[src/rtl/vga_stream_pkg.sv]
// vga_stream_pkg
//   Shared types and constants for the VGA output stream path.
//   - arb_state_t : frame arbiter FSM states (IDLE, STREAM, PAD)
//   - DEF_*       : default frame geometry and pixel width
//   - BLACK_PIXEL : pixel value used to pad short frames
//   - frame_last  : index of the final pixel of a WIDTH x HEIGHT frame
package vga_stream_pkg;

  typedef enum logic [1:0] {
    IDLE,
    STREAM,
    PAD
  } arb_state_t;

  localparam int unsigned DEF_WIDTH  = 640;
  localparam int unsigned DEF_HEIGHT = 480;
  localparam int unsigned DEF_DATA_W = 30;

  localparam logic [DEF_DATA_W-1:0] BLACK_PIXEL = '0;

  function automatic int unsigned frame_last(input int unsigned w, input int unsigned h);
    return w * h - 1;
  endfunction

endpackage

[src/rtl/frame_pixel_counter.sv]
// frame_pixel_counter
//   Counts output pixels within one frame.
//   Ports:
//     clk      in   system clock
//     reset    in   synchronous active-low reset
//     inc      in   advance to the next pixel
//     clr      in   return to pixel 0 (wins over inc)
//     cnt      out  current pixel index
//     is_first out  cnt is the first pixel of the frame
//     is_last  out  cnt is the last pixel of the frame
module frame_pixel_counter
  import vga_stream_pkg::*;
#(
  parameter int unsigned WIDTH  = DEF_WIDTH,
  parameter int unsigned HEIGHT = DEF_HEIGHT,
  parameter int unsigned CNT_W  = $clog2(WIDTH * HEIGHT)
) (
  input  logic             clk,
  input  logic             reset,
  input  logic             inc,
  input  logic             clr,
  output logic [CNT_W-1:0] cnt,
  output logic             is_first,
  output logic             is_last
);

  localparam int unsigned LAST = frame_last(WIDTH, HEIGHT);

  always_ff @(posedge clk) begin
    if (!reset) begin
      cnt <= '0;
    end else if (clr) begin
      cnt <= '0;
    end else if (inc) begin
      cnt <= cnt + CNT_W'(1);
    end
  end

  always_comb begin
    is_first = (cnt == '0);
    is_last  = (cnt == CNT_W'(LAST));
  end

endmodule

[src/rtl/frame_stream_arbiter.sv]
// frame_stream_arbiter
//   Grants the VGA output stream to one of two Avalon-ST pixel sources,
//   switching only between frames. Output framing is regenerated from an
//   internal pixel counter; short frames are padded with black pixels and
//   long frames are truncated, so every output packet is WIDTH*HEIGHT beats.
//   Ports:
//     clk, reset                  clock, synchronous active-low reset
//     sel_req                     requested source (0 = src0, 1 = src1)
//     srcN_data/valid/sop/eop     source N stream
//     srcN_ready                  beat accepted from source N
//     out_data/valid/sop/eop      output stream to the VGA consumer
//     out_ready                   downstream ready
//     active_src                  currently granted source
//     frame_count                 completed output frames (wraps)
//     err_frame                   one-cycle pulse on a malformed source frame
module frame_stream_arbiter
  import vga_stream_pkg::*;
#(
  parameter int unsigned WIDTH  = DEF_WIDTH,
  parameter int unsigned HEIGHT = DEF_HEIGHT,
  parameter int unsigned DATA_W = DEF_DATA_W
) (
  input  logic              clk,
  input  logic              reset,
  input  logic              sel_req,
  input  logic [DATA_W-1:0] src0_data,
  input  logic              src0_valid,
  input  logic              src0_sop,
  input  logic              src0_eop,
  output logic              src0_ready,
  input  logic [DATA_W-1:0] src1_data,
  input  logic              src1_valid,
  input  logic              src1_sop,
  input  logic              src1_eop,
  output logic              src1_ready,
  output logic [DATA_W-1:0] out_data,
  output logic              out_valid,
  output logic              out_sop,
  output logic              out_eop,
  input  logic              out_ready,
  output logic              active_src,
  output logic [15:0]       frame_count,
  output logic              err_frame
);

  localparam int unsigned CNT_W = $clog2(WIDTH * HEIGHT);

  arb_state_t        state;
  logic [CNT_W-1:0]  cnt;
  logic              is_first;
  logic              is_last;

  logic [DATA_W-1:0] s_data;
  logic              s_valid;
  logic              s_sop;
  logic              s_eop;
  logic              sel_ready;
  logic              mid_sop;
  logic              ohs;
  logic              frame_done;

  always_comb begin
    s_data  = active_src ? src1_data  : src0_data;
    s_valid = active_src ? src1_valid : src0_valid;
    s_sop   = active_src ? src1_sop   : src0_sop;
    s_eop   = active_src ? src1_eop   : src0_eop;
  end

  // A sop arriving anywhere but pixel 0 starts the next frame: leave it
  // unconsumed for IDLE and pad out the current one.
  assign mid_sop = (state == STREAM) && s_valid && s_sop && (cnt != '0);

  always_comb begin
    out_valid = 1'b0;
    out_data  = DATA_W'(BLACK_PIXEL);
    sel_ready = 1'b0;
    case (state)
      IDLE: begin
        sel_ready = ~s_sop;
      end
      STREAM: begin
        out_valid = s_valid & ~mid_sop;
        out_data  = s_data;
        sel_ready = out_ready & ~mid_sop;
      end
      PAD: begin
        out_valid = 1'b1;
      end
      default: begin
        out_valid = 1'b0;
      end
    endcase
    if (!reset) begin
      out_valid = 1'b0;
      sel_ready = 1'b0;
    end
  end

  assign src0_ready = sel_ready & ~active_src;
  assign src1_ready = sel_ready &  active_src;

  assign out_sop    = out_valid & is_first;
  assign out_eop    = out_valid & is_last;

  assign ohs        = out_valid & out_ready;
  assign frame_done = ohs & is_last;

  frame_pixel_counter #(
    .WIDTH  (WIDTH),
    .HEIGHT (HEIGHT),
    .CNT_W  (CNT_W)
  ) u_cnt (
    .clk      (clk),
    .reset    (reset),
    .inc      (ohs),
    .clr      (frame_done),
    .cnt      (cnt),
    .is_first (is_first),
    .is_last  (is_last)
  );

  always_ff @(posedge clk) begin
    if (!reset) begin
      state       <= IDLE;
      active_src  <= 1'b0;
      frame_count <= '0;
      err_frame   <= 1'b0;
    end else begin
      err_frame <= 1'b0;
      case (state)
        IDLE: begin
          // Grant is frozen on the cycle the sop is seen so STREAM reads
          // the same source that produced it.
          if (s_valid && s_sop) begin
            state <= STREAM;
          end else begin
            active_src <= sel_req;
          end
        end
        STREAM: begin
          if (mid_sop) begin
            state     <= PAD;
            err_frame <= 1'b1;
          end else if (ohs) begin
            if (is_last) begin
              state       <= IDLE;
              frame_count <= frame_count + 16'd1;
              active_src  <= sel_req;
              err_frame   <= ~s_eop;
            end else if (s_eop) begin
              state     <= PAD;
              err_frame <= 1'b1;
            end
          end
        end
        PAD: begin
          if (frame_done) begin
            state       <= IDLE;
            frame_count <= frame_count + 16'd1;
            active_src  <= sel_req;
          end
        end
        default: begin
          state <= IDLE;
        end
      endcase
    end
  end

endmodule

[config.mk]
export PLATFORM = sky130hd
export DESIGN_NAME = frame_stream_arbiter
export DESIGN_NICKNAME = d
export VERILOG_FILES = /design/src/rtl/vga_stream_pkg.sv /design/src/rtl/frame_pixel_counter.sv /design/src/rtl/frame_stream_arbiter.sv
export SDC_FILE = /design/constraint.sdc
export NUM_CORES = 1
export LEC_CHECK = 0
export CAP_MARGIN = 20
export CORE_ASPECT_RATIO = 0.5
export CORE_MARGIN = 3
export CORE_UTILIZATION = 38
export CTS_CLUSTER_SIZE = 28
export DETAILED_ROUTE_END_ITERATION = 8
export GPL_TIMING_DRIVEN = 0
export MAX_ROUTING_LAYER = met4
export PLACE_DENSITY = 0.79
export SLEW_MARGIN = 20
export SYNTH_ARGS = -nofsm -noshare
export SYNTH_HDL_FRONTEND = slang
export SYNTH_SLANG_ARGS = --single-unit
[constraint.sdc]
create_clock -name clk -period 2.8 [get_ports clk]
set_clock_uncertainty 0.2 [all_clocks]
set_input_delay 0.28 -clock clk [delete_from_list [all_inputs] [get_ports clk]]
set_output_delay 0.28 -clock clk [all_outputs]
set_load 0.03 [all_outputs]
# == Word-level counts from Yosys, hierarchy flattened ==
# Index checks and enable logic that the tools add are counted.
# word_totals
regBits,39
inputBits,70
# op_classes
addsub,2
n_eq_ne,11
mux,31
bitwise_logic,13
reduce_logical,14
# op_table
op,count
$mux 16,4
$mux 30,2
$pmux 16 s2,1
$add 19x1->19 const B,1
$eq 19x19->1 const B,1
$logic_not 19->1,1
$reduce_bool 19->1,1
$add 16x1->16 const B,1
$mux 1,14
$mux 2,6
$ne 2x2->1 const B,6
$and 1x1->1,8
$pmux 2 s3,1
$reduce_and 6->1,1
$not 1->1,5
$reduce_and 5->1,1
$logic_and 1x1->1,4
$ne 4x4->1 const B,1
$pmux 1 s2,2
$reduce_and 4->1,1
$ne 3x3->1 const B,1
$pmux 1 s3,1
$reduce_bool 3->1,1
$eq 2x1->1 const B,1
5 further kinds,5

# == Depth between registers and ports, before layout ==
# Gate-level depths: netlist of the first run.
# depth
depth_word,12
depth_mapped,11
depth_no_buf,8

# == By module ==
# A second synthesis of the first run with hierarchy kept.
# hier_totals
hier_cells,356
hier_area_um2,2837.7
# by_module_without_submodules
module,instances,cells_per_inst,area_per_inst_um2
frame_stream_arbiter,1,240,1875.5
frame_pixel_counter,1,116,962.2

# == Worst setup path after synthesis of the first run ==
# OpenSTA, ideal clock, no wires.
# synth_timing
path_kind,flip-flop to output port
startpoint,register active_src
endpoint,output port out_sop
t_arrival_ns,2.631
required_ns,2.320
path_slack_ns,-0.311
path_stages_with_launch,9
n_path_buf,3
path_cell_list,dfxtp_1 buf_2 mux2_2 nand3_1 o21ai_0 clkbuf_1 clkbuf_1 nand3_1 nor3_1
# synth_via
elab_chain_cells,9
# synth_lines
item,line_no,source
from (decl),frame_stream_arbiter.sv:41,"output logic active_src,"
from (signal assigned),frame_stream_arbiter.sv:137,active_src <= sel_req;
from (signal assigned),frame_stream_arbiter.sv:148,active_src <= sel_req;
from (signal assigned),frame_stream_arbiter.sv:160,active_src <= sel_req;
$mux 1,frame_stream_arbiter.sv:64,s_valid = active_src ? src1_valid : src0_valid;
$logic_and 1x1->1 (3 in series),frame_stream_arbiter.sv:71,assign mid_sop = (state == STREAM) && s_valid && s_sop && (cnt != '0);
$not 1->1,frame_stream_arbiter.sv:82,out_valid = s_valid & ~mid_sop;
$and 1x1->1 *,frame_stream_arbiter.sv:82,
$pmux 1 s2 *,frame_stream_arbiter.sv:77,case (state)
$mux 1 *,frame_stream_arbiter.sv:93,if (!reset) begin
$and 1x1->1 *,frame_stream_arbiter.sv:102,assign out_sop = out_valid & is_first;
to (decl),frame_stream_arbiter.sv:38,"output logic out_sop,"
# Every way passes the cells marked *; elsewhere a longest branch is shown, timed or not.

# == Final worst setup path of the first run ==
# layout_timing
startpoint,register u_cnt.cnt[17]
endpoint,register frame_count[12]
# layout_via
elab_chain_cells,10
# layout_lines
item,line_no,source
from (decl),frame_pixel_counter.sv:22,"output logic [CNT_W-1:0] cnt,"
from (signal assigned),frame_pixel_counter.sv:35,cnt <= cnt + CNT_W'(1);
$reduce_bool 19->1,frame_stream_arbiter.sv:71,
$logic_and 1x1->1,frame_stream_arbiter.sv:71,
$not 1->1,frame_stream_arbiter.sv:82,
$and 1x1->1,frame_stream_arbiter.sv:82,
$pmux 1 s2,frame_stream_arbiter.sv:77,
$mux 1,frame_stream_arbiter.sv:93,
$and 1x1->1,frame_stream_arbiter.sv:105,assign ohs = out_valid & out_ready;
$and 1x1->1,frame_stream_arbiter.sv:106,assign frame_done = ohs & is_last;
$ne 2x2->1 (no line),-,
$reduce_and 5->1 (no line) *,-,
to (signal assigned),frame_stream_arbiter.sv:147,frame_count <= frame_count + 16'd1;
to (signal assigned),frame_stream_arbiter.sv:159,frame_count <= frame_count + 16'd1;
to (decl),frame_stream_arbiter.sv:42,"output logic [15:0] frame_count,"
# Marks and branches as above.
# A chain may end at the register's enable or synchronous reset.

==> flow_summary_export.csv, run 1 <==
group,metric,value,unit
synthesis,synth_edf_count,0,
grt,grt_pass1_wl,13600,um
outcome,status,"finished clean",
finish,area_delta_synth_final,65.0,%
synthesis,syn_inst,338,
sta,hold_viol_final,0,
routing,dr.pass1.iters,5,
sta,fin_crit,2.75,ns
finish,stdcell_area,4310,um^2
placement,hpwl,6520,um
cts,cts.sinks,39,
worst_setup_path,critical_path.slowest_cell,"or4_4",
sta,min_period_over_period,0.982,
pwr,cellPowerDensity,416,nW/um^2
placement,port-buffer-count,122,
synthesis,syn-num-nets,416,
pwr,total_leakage_power,0.00183,uW
routing,postRouteAntennaNets,0,
worst_setup_path,cp_data_required_time,2.81,ns
sta,tightest_slew,0.540,ns
cts,clk_latency,0.28,ns
sta,setup_viol_count_final,0,
routing,drt-vias-per-instance,5.32,
floorplanning,core,6360,um^2
worst_setup_path,critPathMaxFanout,10,
synthesis,yosysMostFrequentCell,"nor2_1",
worst_setup_path,crit_type,"register to register",
worst_setup_path,cp.arrival,2.76,ns
grt,grt_overflow,0,
worst_setup_path,critical-path-max-stage-delay,0.60,ns
sta,grt_setup_unrepaired,"true",
worst_setup_path,path_cells,"or4_4 > nor4_4 > nand2_1 > o32a_1 > buf_6 > or4_1 > a21oi_1",
synthesis,syn_avg_cell_area,7.73,um^2
routing,drt-wirelength-per-cell,15.5,um
finish,fin_nets,549,
synthesis,synth_cell_type_count,40,
grt,grt.total_usage,0.219,
synthesis,synthTopCellsByCount,"nor2_1, dfxtp_1, mux2i_1",
synthesis,synth.top_cell.area_share,0.299,
routing,drt-initial-drc-count,243,
synthesis,yosysTopAreaCell,"dfxtp_1",
sta,totalNegativeSetupSlack,0,ns
cts,clock-root-buffer,"clkbuf_16",
floorplanning,die_area,7970,um^2
sta,slew_violations,0,
routing,wirelength,8680,um
pwr,ir_drop,336,uV
placement,place_area,3950,um^2
run,maxCapViolCount,0,
synthesis,yosysSeqAreaShare,0.299,
cts,clock_path_buffers,2,
grt,grt_pass1_vias,2754,
floorplanning,start_util,0.411,
worst_hold_path,min_path_type,"register to register",
placement,dp.cells,548,
sta,worst_slack,0.0497,ns
finish,layout-drive-gt1-share,0.117,
synthesis,yosys-top-cells-area,"dfxtp_1, mux2i_1, nor2_1",
cts,cts_tree,"done",
grt,grt_max_degree,11,
cts,holdBufCountCts,0,
synthesis,synth_seq_cells,39,
worst_setup_path,start_kind,"register",
finish,fin_cells,558,
floorplanning,die_h,64.6,um
grt,antenna_found_initial,0,
finish,antenna_cells,0,
cts,cts_buffers,5,
floorplanning,ios,123,
sta,slew_headroom,0.640,
floorplanning,rows,20,
synthesis,ys.flop_type,"dfxtp_1",
routing,vias,2968,
worst_setup_path,cp-end-kind,"register",
synthesis,synthesis.area,2610,um^2
cts,htreeDepth,2,
cts,cts.clk_slew.worst_paths,0.05,ns
routing,drc_errors,0,
floorplanning,die_w,123,um
synthesis,synthArstFlopShare,0,
placement,routabilityCongestion,0.850,
sta,fmax,364,MHz
placement,place_ws,-0.911,ns
synthesis,synth_warnings,0,
## metrics by stage
stage                util  hold WS, ns  total power, uW
floorplan               -        0.232              964
global placement    0.622        0.277             1230
detailed placement  0.622        0.277             1240
CTS                 0.656        0.281             1800
global route        0.678        0.312             1880
finish              0.678        0.278             1790
## final cells by class
class	count	area [um^2]
Fill cell	525	2040
Multi-Input combinational cell	270	1830
Timing Repair Buffer	127	1280
Sequential cell	39	790
Clock buffer	6	129
Buffer	19	129
Tap cell	88	110
Inverter	9	36.3
## cell families (layout without fill, tap and decap cells)
logic type	Yosys count	count (layout)	synth area share
buffers and inverters	29	161	0.0450
xor gates and xnor gates	18	18	0.0603
AOI/OAI and AO/OA	49	49	0.115
DFF	39	39	0.299
muxes	35	35	0.135
adders and majority gates	8	8	0.0383
and+or+nand+nor	160	160	0.308
## report_power, final
part | total, uW | internal (uW) | leakage (uW) | switching (uW)
sequential | 580 | 566 | 0.000317 | 13.3
combinational | 689 | 321 | 0.00145 | 368
clock | 526 | 320 | 0.0000628 | 206
total | 1790 | 1210 | 0.00183 | 587
## flip-flops by register name, indices dropped and copies added, names as in the netlist
register / count
u_cnt.cnt: 19
state: 2
active_src: 1
err_frame: 1
frame_count: 16
## layer usage
metal	global-route usage	vias to the layer above	routed length [um]
met5	-	-	0
met4	0.0317	0	64
met3	0.0541	9	408
met2	0.365	73	4410
met1	0.275	1399	3790
li1	-	1487	-
## layout by cell type (no fill, tap or decap), types with 3 or more instances in the layout
master / synthesis / routed
buf_6: 1 / 3
nor4_2: 1 / 3
mux2i_1: 34 / 34
o21a_1: 6 / 5
xor2_1: 17 / 17
and3_1: 8 / 7
and2_1: 3 / 3
o21ai_0: 12 / 7
dfxtp_1: 39 / 34
nor2_1: 58 / 57
nand3_1: 24 / 23
ha_1: 8 / 6
clkbuf_8: 0 / 3
nand4_1: 17 / 17
buf_2: 1 / 4
nor3_1: 5 / 4
dlymetal6s2s_1: 0 / 15
nand3b_1: 3 / 3
nand2_1: 18 / 18
clkbuf_1: 14 / 6
clkbuf_16: 0 / 5
inv_1: 9 / 6
dfxtp_2: 0 / 4
and4_1: 4 / 4
or3_1: 10 / 10
a21oi_1: 18 / 17
o21ai_1: 1 / 4
buf_4: 0 / 8
clkbuf_2: 0 / 4
clkdlybuf4s50_1: 0 / 102
## critical path, delay by kind of cell, from the launching register on
kind            cells  cell delay (ns)
simple gates        4             1.37
compound gates      2             0.57
flops               1             0.36
buf+inv             1             0.17
## timing repair
item / CTS / global route
buffers inserted: 0 / 5
pin swaps: 5 / 9
resized for setup: 59 / 46
endpoints found under the setup margin: 65 / 61
## final timing paths
check                             startpoint                      endpoint  slack, ns  cells past startpoint
setup reg to reg  u_cnt.cnt[17]$_SDFFE_PP0P_  frame_count[12]$_SDFFE_PN0P_       0.05                      7
hold reg to reg        state[1]$_SDFFE_PN0P_         state[1]$_SDFFE_PN0P_       0.28                      2
hold / removal         state[1]$_SDFFE_PN0P_         state[1]$_SDFFE_PN0P_       0.28                      2
setup / recovery  u_cnt.cnt[17]$_SDFFE_PP0P_  frame_count[12]$_SDFFE_PN0P_       0.05                      7
Note: power is estimated with default switching activity, not from simulation.
==> run 2, diff against run 1 <==
GPL_TIMING_DRIVEN = unset   (was 0)
==> run 2 against run 1 <==
  * Sequential power about the same
  * Non-clock buffer count up 1
  * Combinational power down 4.5%
  * Wire length down 5.2%
  * Via count down 0.94%
  * Die area unchanged
  * Register-to-register slack better by 0.08 ns
  * First-iteration DRC count down 22%
  * Setup slack better by 0.059 ns
  * Maximum frequency up 2.2%
  * Cell area down 0.99%
  * Critical path type is now register to output port
  * Highest routed layer unchanged
==> flow_summary_export.csv, run 2 (synthesis results as in run 1) <==
group,metric,value,unit
finish,fillers,521,
worst_hold_path,min_path_type,"register to register",
worst_setup_path,path_common_cell,"buf_4",
placement,port-buffer-count,122,
pwr,total_leakage_power,0.00161,uW
finish,layout-drive-gt1-share,0.0994,
sta,setup_viol_count_final,0,
cts,clock_path_buffers,2,
finish,reg_top3,"u_cnt.cnt (19), frame_count (16), state (2)",
grt,grt_max_degree,31,
grt,grt_pass1_wl,13300,um
routing,drt-wirelength-per-cell,14.7,um
pwr,ir_drop,278,uV
grt,grt_pass1_vias,2765,
worst_setup_path,critical_path.slowest_cell,"dfxtp_1",
cts,cts.sinks,39,
floorplanning,rows,20,
routing,postRouteAntennaNets,0,
finish,multi_input_area,1790,um^2
worst_setup_path,cp_data_required_time,2.32,ns
placement,place_ws,0.0626,ns
finish,fin_nets,550,
grt,antenna_found_initial,0,
sta,fin_crit,2.69,ns
cts,cts_buffers,5,
floorplanning,die_area,7970,um^2
finish,layout_commonest_cell,"clkdlybuf4s50_1",
sta,worst_slack,0.109,ns
finish,top_register,"u_cnt.cnt",
floorplanning,die_w,123,um
floorplanning,core,6360,um^2
routing,drt-initial-drc-count,190,
routing,drt-vias-per-instance,5.24,
finish,area_delta_synth_final,63.3,%
sta,fmax,372,MHz
grt,grt.total_usage,0.210,
cts,cts_tree,"done",
placement,hpwl,6390,um
floorplanning,die_h,64.6,um
worst_setup_path,cp.arrival,2.21,ns
finish,seq_area,782,um^2
floorplanning,ios,123,
grt,grt_overflow,0,
cts,clk_latency,0.28,ns
worst_setup_path,cp-end-kind,"output port",
cts,htreeDepth,2,
worst_setup_path,crit_type,"register to output port",
routing,dr.pass1.iters,4,
sta,hold_viol_final,0,
worst_setup_path,critical-path-max-stage-delay,0.31,ns
outcome,status,"finished clean",
finish,layout_common_cells,"clkdlybuf4s50_1, nor2_1, dfxtp_1, mux2i_1, buf_4",
cts,cts.clk_slew.worst_paths,0.05,ns
placement,dp.cells,550,
floorplanning,start_util,0.411,
run,maxCapViolCount,0,
cts,holdBufCountCts,0,
finish,fin_cells,561,
routing,wirelength,8220,um
placement,routabilityCongestion,0.883,
worst_setup_path,path_cells,"inv_1 > ha_1 > nor4b_4 > nand4_1 > o21a_1 > buf_4 > nand3b_1 > nand2_1 > and3_1 > buf_4",
pwr,cellPowerDensity,429,nW/um^2
finish,largest_register_ff_count,19,
sta,totalNegativeSetupSlack,0,ns
cts,clock-root-buffer,"clkbuf_16",
sta,slew_headroom,0.660,
routing,drc_errors,0,
routing,vias,2940,
finish,antenna_cells,0,
sta,min_period_over_period,0.961,
sta,tightest_slew,0.509,ns
sta,slew_violations,0,
worst_setup_path,start_kind,"register",
worst_setup_path,critPathMaxFanout,5,
==> run 2: changes by cell type in the layout (fill, tap and decap cells not counted), sizes merged <==
cell / before / now
buf: 16 / 29
clkbuf: 19 / 8
dlymetal6s2s: 15 / 0
dlygate4sd2: 0 / 1
clkdlybuf4s50: 102 / 117
==> run 2: routing by layer <==
| layer | part of all wire | GRT usage |
|---|---|---|
| met5 | 0 | - |
| met4 | 0.0092 | 0.0441 |
| met3 | 0.041 | 0.0506 |
| met2 | 0.50 | 0.326 |
| met1 | 0.45 | 0.279 |
==> run 2: timing repair <==
item | CTS | global route
buffers inserted | 0 | 3
pin swaps | 0 | 4
resized for setup | 1 | 10
setup endpoints to repair | 1 | 18
==> run 2: final timing paths <==
check                                     from                      endpoint  cells past startpoint  slack [ns]
setup / recovery     u_cnt.cnt[0]$_SDFFE_PP0P_                    src1_ready                     10        0.11
hold reg to reg   frame_count[15]$_SDFFE_PN0P_  frame_count[15]$_SDFFE_PN0P_                      2        0.30
setup reg to reg         state[0]$_SDFFE_PN0P_  frame_count[14]$_SDFFE_PN0P_                     10        0.13
hold / removal    frame_count[15]$_SDFFE_PN0P_  frame_count[15]$_SDFFE_PN0P_                      2        0.30
==> run 2: worst max-delay path: cells and delay by family (launching register included) <==
| family | cells | cell delay [ns] |
|---|---|---|
| AND/OR/NAND/NOR | 5 | 0.80 |
| AO/OA/AOI/OAI | 1 | 0.25 |
| adder cells (fa/ha/maj) | 1 | 0.16 |
| buffers and inverters | 3 | 0.42 |
| flip-flops | 1 | 0.31 |
==> run 2: area by class of cell <==
type | instances | share of cell area
Multi-Input combinational cell | 270 | 0.418
Inverter | 9 | 0.00791
Timing Repair Buffer | 147 | 0.328
Clock buffer | 8 | 0.0366
Tap cell | 88 | 0.0258
Sequential cell | 39 | 0.183
==> run 2: stage by stage <==
| step | area, um^2 | utilization | power, uW | hold WS, ns |
|---|---|---|---|---|
| final | 4270 | 0.672 | 1830 | 0.302 |
| after global routing | 4270 | 0.672 | 1920 | 0.336 |
| after CTS | 4180 | 0.658 | 1830 | 0.305 |
| after detailed placement | 4030 | 0.633 | 1240 | 0.297 |
| after global placement | 4030 | 0.633 | 1230 | 0.277 |
| after floorplan | 2620 | - | 964 | 0.232 |
==> run 2: report_power, final <==
group	switching (uW)	internal, uW	total (uW)
logic	350	308	658
clock network	214	379	593
registers	11.7	567	578
